--- config.mk ---
export PLATFORM = sky130hd
export DESIGN_NAME = ucode_sequencer
export DESIGN_NICKNAME = d
export VERILOG_FILES = /design/src/rtl/ucode_sequencer.sv
export SDC_FILE = /design/constraint.sdc
export NUM_CORES = 1
export LEC_CHECK = 0
export BUFFER_PORTS_ARGS = -buffer_cell sky130_fd_sc_hd__buf_2
export CAP_MARGIN = 15
export CORE_UTILIZATION = 30
export CTS_CLUSTER_SIZE = 20
export DETAILED_ROUTE_END_ITERATION = 8
export SETUP_SLACK_MARGIN = 0.05
export SLEW_MARGIN = 20
export SYNTH_ARGS = -nofsm -noshare
export SYNTH_HDL_FRONTEND = slang
export SYNTH_SLANG_ARGS = --single-unit
--- constraint.sdc ---
create_clock -name CLK -period 5.6 [get_ports CLK]
set_clock_uncertainty 0.05 [all_clocks]
set_input_delay 1.12 -clock CLK [delete_from_list [all_inputs] [get_ports CLK]]
set_output_delay 1.12 -clock CLK [all_outputs]
set_load 0.005 [all_outputs]
--- src/rtl/ucode_sequencer.sv ---
// Microcode address generator for the multi-cycle RV32I core: decodes the fetched
// word into a class and walks that class's stage sequence, with stall, halt and retire count.
module ucode_sequencer #(
  parameter int          CNT_WIDTH  = 32,
  parameter logic [4:0]  HALT_CLASS = 5'd28
) (
  input  logic                 CLK,
  input  logic                 RSTn,
  input  logic [31:0]          imem_inst,
  input  logic                 stall,
  output logic [4:0]           inst_class,
  output logic [2:0]           stage,
  output logic                 halt,
  output logic                 retire,
  output logic [CNT_WIDTH-1:0] retired_cnt
);

  typedef enum logic [2:0] {
    ST_IF  = 3'd0,
    ST_ID  = 3'd1,
    ST_EX  = 3'd2,
    ST_MEM = 3'd3,
    ST_WB  = 3'd4
  } stage_e;

  typedef struct packed {
    logic       legal;
    logic [4:0] cls;
  } decode_t;

  localparam logic [6:0] OP_R      = 7'b0110011;
  localparam logic [6:0] OP_IMM    = 7'b0010011;
  localparam logic [6:0] OP_LOAD   = 7'b0000011;
  localparam logic [6:0] OP_STORE  = 7'b0100011;
  localparam logic [6:0] OP_JALR   = 7'b1100111;
  localparam logic [6:0] OP_JAL    = 7'b1101111;
  localparam logic [6:0] OP_BRANCH = 7'b1100011;
  localparam logic [6:0] OP_LUI    = 7'b0110111;
  localparam logic [6:0] OP_AUIPC  = 7'b0010111;

  localparam logic [6:0] F7_BASE = 7'b0000000;
  localparam logic [6:0] F7_ALT  = 7'b0100000;

  localparam logic [4:0] CLS_LW    = 5'd20;
  localparam logic [4:0] CLS_SW    = 5'd21;
  localparam logic [4:0] CLS_BR    = 5'd24;
  localparam logic [4:0] CLS_BRU   = 5'd25;
  localparam logic [4:0] CLS_LUI   = 5'd26;
  localparam logic [4:0] CLS_AUIPC = 5'd27;

  function automatic decode_t ok(input logic [4:0] c);
    return '{legal: 1'b1, cls: c};
  endfunction

  function automatic decode_t decode(input logic [6:0] op, input logic [2:0] f3,
                                     input logic [6:0] f7);
    decode_t d;
    d = '{legal: 1'b0, cls: HALT_CLASS};
    case (op)
      OP_R: begin
        case ({f7, f3})
          {F7_BASE, 3'd0}: d = ok(5'd0);
          {F7_ALT,  3'd0}: d = ok(5'd1);
          {F7_BASE, 3'd2}: d = ok(5'd2);
          {F7_BASE, 3'd3}: d = ok(5'd3);
          {F7_BASE, 3'd4}: d = ok(5'd4);
          {F7_BASE, 3'd6}: d = ok(5'd5);
          {F7_BASE, 3'd7}: d = ok(5'd6);
          {F7_BASE, 3'd1}: d = ok(5'd7);
          {F7_BASE, 3'd5}: d = ok(5'd8);
          {F7_ALT,  3'd5}: d = ok(5'd9);
          default: ;
        endcase
      end
      // Class 11 is a reserved hole; funct7 only matters for the shift forms.
      OP_IMM: begin
        case (f3)
          3'd0: d = ok(5'd10);
          3'd2: d = ok(5'd12);
          3'd3: d = ok(5'd13);
          3'd4: d = ok(5'd14);
          3'd6: d = ok(5'd15);
          3'd7: d = ok(5'd16);
          3'd1: if (f7 == F7_BASE) d = ok(5'd17);
          3'd5: begin
            if (f7 == F7_BASE)     d = ok(5'd18);
            else if (f7 == F7_ALT) d = ok(5'd19);
          end
          default: ;
        endcase
      end
      OP_LOAD:  if (f3 == 3'd2) d = ok(CLS_LW);
      OP_STORE: if (f3 == 3'd2) d = ok(CLS_SW);
      OP_JALR:  if (f3 == 3'd0) d = ok(5'd22);
      OP_JAL:   d = ok(5'd23);
      OP_BRANCH: begin
        case (f3)
          3'd0, 3'd1, 3'd4, 3'd5: d = ok(CLS_BR);
          3'd6, 3'd7:             d = ok(CLS_BRU);
          default: ;
        endcase
      end
      OP_LUI:   d = ok(CLS_LUI);
      OP_AUIPC: d = ok(CLS_AUIPC);
      default: ;
    endcase
    return d;
  endfunction

  function automatic stage_e first_after_if(input logic [4:0] c);
    case (c)
      CLS_LUI:   return ST_WB;
      CLS_AUIPC: return ST_EX;
      default:   return ST_ID;
    endcase
  endfunction

  function automatic stage_e final_stage(input logic [4:0] c);
    case (c)
      CLS_LW:          return ST_WB;
      CLS_SW:          return ST_MEM;
      CLS_BR, CLS_BRU: return ST_EX;
      default:         return ST_WB;
    endcase
  endfunction

  // Only consulted for a non-final stage, so the WB and out-of-range cases fall to IF.
  function automatic stage_e after(input logic [4:0] c, input stage_e s);
    case (s)
      ST_ID:   return ST_EX;
      ST_EX:   return (c == CLS_LW || c == CLS_SW) ? ST_MEM : ST_WB;
      ST_MEM:  return ST_WB;
      default: return ST_IF;
    endcase
  endfunction

  stage_e                stage_q, stage_d;
  logic [4:0]            class_q, class_d;
  logic                  halt_q, halt_d;
  logic [CNT_WIDTH-1:0]  cnt_q, cnt_d;
  decode_t               dec;
  logic                  is_final;
  logic                  unused_inst_fields;

  assign dec                = decode(imem_inst[6:0], imem_inst[14:12], imem_inst[31:25]);
  assign is_final           = (stage_q == final_stage(class_q));
  assign unused_inst_fields = ^{imem_inst[24:15], imem_inst[11:7]};

  always_comb begin
    // NOTE: every output of this block gets a default first so no path leaves one unassigned (no latches).
    stage_d = stage_q;
    class_d = class_q;
    halt_d  = halt_q;
    cnt_d   = cnt_q;
    retire  = 1'b0;
    if (!halt_q && !stall) begin
      if (stage_q == ST_IF) begin
        if (dec.legal) begin
          class_d = dec.cls;
          stage_d = first_after_if(dec.cls);
        end else begin
          class_d = HALT_CLASS;
          halt_d  = 1'b1;
        end
      end else if (is_final) begin
        retire  = 1'b1;
        stage_d = ST_IF;
        cnt_d   = cnt_q + CNT_WIDTH'(1);
      end else begin
        stage_d = after(class_q, stage_q);
      end
    end
  end

  always_ff @(posedge CLK or negedge RSTn) begin
    if (!RSTn) begin
      stage_q <= ST_IF;
      class_q <= 5'd0;
      halt_q  <= 1'b0;
      cnt_q   <= '0;
    end else begin
      // NOTE: non-blocking assignments so every register samples the pre-edge values together.
      stage_q <= stage_d;
      class_q <= class_d;
      halt_q  <= halt_d;
      cnt_q   <= cnt_d;
    end
  end

  assign inst_class  = halt_q ? HALT_CLASS : ((stage_q == ST_IF) ? dec.cls : class_q);
  assign stage       = stage_q;
  assign halt        = halt_q;
  assign retired_cnt = cnt_q;

endmodule

==> metrics.txt <==
reg-to-reg endpoint=retired_cnt[25]; Avg WL per Cell=roughly 13 um; gr usage total=13.6%; antenna-violating nets left=0; peak supply drop=~0.10 mV; CP arrival=3230 ps; vias in the first global route=around 2,000; Placer Congestion=0.888; initial core utilization=31.3%; count of input and output buffers=between 60 and 70; Slew HR=39.1%; number of setup buffers added after CTS=0; largest net degree at the start of global routing=42; Worst Setup Start Kind=primary input; PostCTS Resize Cnt=0; dominant synthesized flop cell=dfrtp_1; Max Slew Vio Count=0; R2R Setup Slk=approximately 3100 ps; Die H=94.8 um; number of fill cells=881; data required time at the worst endpoint=4430 ps; Netlist cell types=63; die width=around 95 um; Register-to-Register Path Depth=6; fin crit share=between 70 and 80%; layout net count=between 300 and 400; Hold Crit Endpoint=retired_cnt[31]; initial antenna violation count=0; top cells by area, synth=dfrtp_1 (40%), xor2_1 (5.8%), xnor2_1 (5.4%); final setup vio count=0; Post-synth EDFFs=0; Die Area=between 0.008 and 0.009 mm^2; DRC viols=0; Top-Level Pins=77; core area=approximately 0.0083 mm^2; HP Start=retired_cnt[31]; Final Hold Violating Endpoints=0; CTS tree=built; worst-margin pin slew=913 ps; hold-critical path depth=1; Crit-path slowest cell=or4_4; #FFs+latches synth=41; Static Leak=1.46 nW; worst-path cell chain=buf_2, or4_4, o41ai_1, o2111ai_1, a41oi_1, nor2_1, a211o_1, buf_2; CP Max Fanout=3; DR iter-0 viols=141; Commonest cells post-synth=dfrtp_1 (41), nor2_1 (26), nand2_1 (25), xor2_1 (17), xnor2_1 (16); n_diodes=0; DR vias=around 2,200; HPWL after detailed placement=around 4.4 mm; worst r2r src=class_q[3]; crit path kind=in2out; Sum Neg Setup Slack=0 ps; layout cells sized above 1=between 20% and 30%; Syn Inst Count=286; Post-Synthesis Cell Area=0.00258 mm^2; CP peak stage delay=550 ps; Skew-Pair Late Insertion Delay=between 200 and 300 ps; row count=33; most common cell in the synthesized netlist=dfrtp_1; clock buffer depth=2; Seq/Total Area, Yosys=39.7%; Initial DRT Pass Iterations=4; CTS sink cnt=slightly above 40; FFs w/ async S/R, synth=100%; Power Dens Cells=252 mW/mm^2; GR Overflow Total=0; cell type with the largest total area after synthesis=dfrtp_1; status=finished clean; total wire length=5.86 mm; vias per cell=between 4 and 5; top-area cell type share of the netlist area=39.7%; Top delay family on crit path=compound AO/OA/AOI/OAI gates; Final Critical Period=4400 ps; Total Power=a little under 0.0008 W; Root Driver=clkbuf_8; CP endpoint kind=output port; H-tree Lvls=2; global-route wire length before repair=9.74 mm; max-cap violations=0; cts hold-fix bufs=0; non-filler cells, final=approximately 450; CP dominant cell by count=buf_2; RSZ-0062 raised after global routing=false; Syn Nets=322; Yosys warnings=0; Max Freq=227 MHz; area delta synth->final=18.8%; worst path bufs/invs=2; Mapped Avg Cell Area=9.03 um^2; worst hold path class=reg2reg; total clock buffers created by CTS=5; Cells after DPL=439; Worst-path clk slew=80 ps
[how the worst max path moves through the flow]
stage | start | cells after the start | slack [ps] | endpoint
floorplan | imem_inst[26] | 6 | 1680 | inst_class[2]
global placement | imem_inst[26] | 8 | 1210 | inst_class[2]
detailed placement | imem_inst[26] | 8 | 1210 | inst_class[2]
CTS | imem_inst[26] | 8 | 1190 | inst_class[2]
global route | imem_inst[26] | 8 | 1060 | inst_class[2]
finish | imem_inst[26] | 8 | 1200 | inst_class[2]
[worst reg2reg max path, stage by stage (launching register included)]
cell and delay, ps:
dfrtp_1 430, nand3b_1 190, a21oi_1 250, mux2_2 400, or4_1 650, nor3_1 270
xor2_1 160
[cell type report]
type | instances | area [um^2] | area share, %
Sequential cell | 41 | 1030 | 33.4
Clock buffer | 5 | 68.8 | 2.24
Inverter | 8 | 30.0 | 0.978
Timing Repair Buffer | 62 | 313 | 10.2
Tap cell | 105 | 131 | 4.28
Clock inverter | 2 | 35.0 | 1.14
Multi-Input combinational cell | 223 | 1470 | 47.7
[routing by layer]
metal	routed length, um	global-route usage [%]
met2	2730	20.7
met4	46	3.79
met1	2910	19.6
met3	168	2.25
met5	0	0
[cell usage in the layout (no fill, tap or decap), types with 3 or more instances in the layout]
cell and instances:
a211oi_1 3, a21oi_1 10, and3_1 5, and4_1 3
buf_2 61, clkbuf_8 5, dfrtp_1 41, inv_1 8
mux2_2 3, nand2_1 25, nand2b_1 5, nand3_1 9
nand3b_1 4, nand4_1 10, nor2_1 26, nor2b_1 5
nor3_1 14, nor3b_1 5, nor4_1 3, o2111ai_1 3
o211ai_1 3, o21ai_0 7, xnor2_1 16, xor2_1 17
[through the flow]
step                utilization [%]  cell area [um^2]  setup WS [ps]  hold WS [ps]
floorplan                         -              2580           1680           415
global placement               35.9              2970           1210           403
CTS                            37.2              3070           1190           429
detailed placement             35.9              2970           1210           418
finish                         37.2              3070           1200           422
global route                   37.2              3070           1060           440
[kinds of logic (layout without fill, tap and decap cells)]
kind of cell	count (synthesis)	count (layout)	share of synthesized area, %
flops	41	41	39.7
simple gates	136	136	29.7
mux	5	5	2.08
fa+ha+maj	1	1	0.484
buf+inv	22	77	3.54
compound gates	48	48	13.3
xor+xnor	33	33	11.2
[state kept, by name, summed over array words and instances, names as in the netlist]
| register | cells |
|---|---|
| class_q | 5 |
| halt | 1 |
| retired_cnt | 32 |
| stage | 3 |
[power by group]
| group | internal [W] | total (W) | switching (W) |
|---|---|---|---|
| logic | 0.0000806 | 0.000177 | 0.0000966 |
| registers | 0.000322 | 0.000366 | 0.0000445 |
| clock network | 0.000130 | 0.000229 | 0.0000990 |
(Power assumes the default switching activity.)
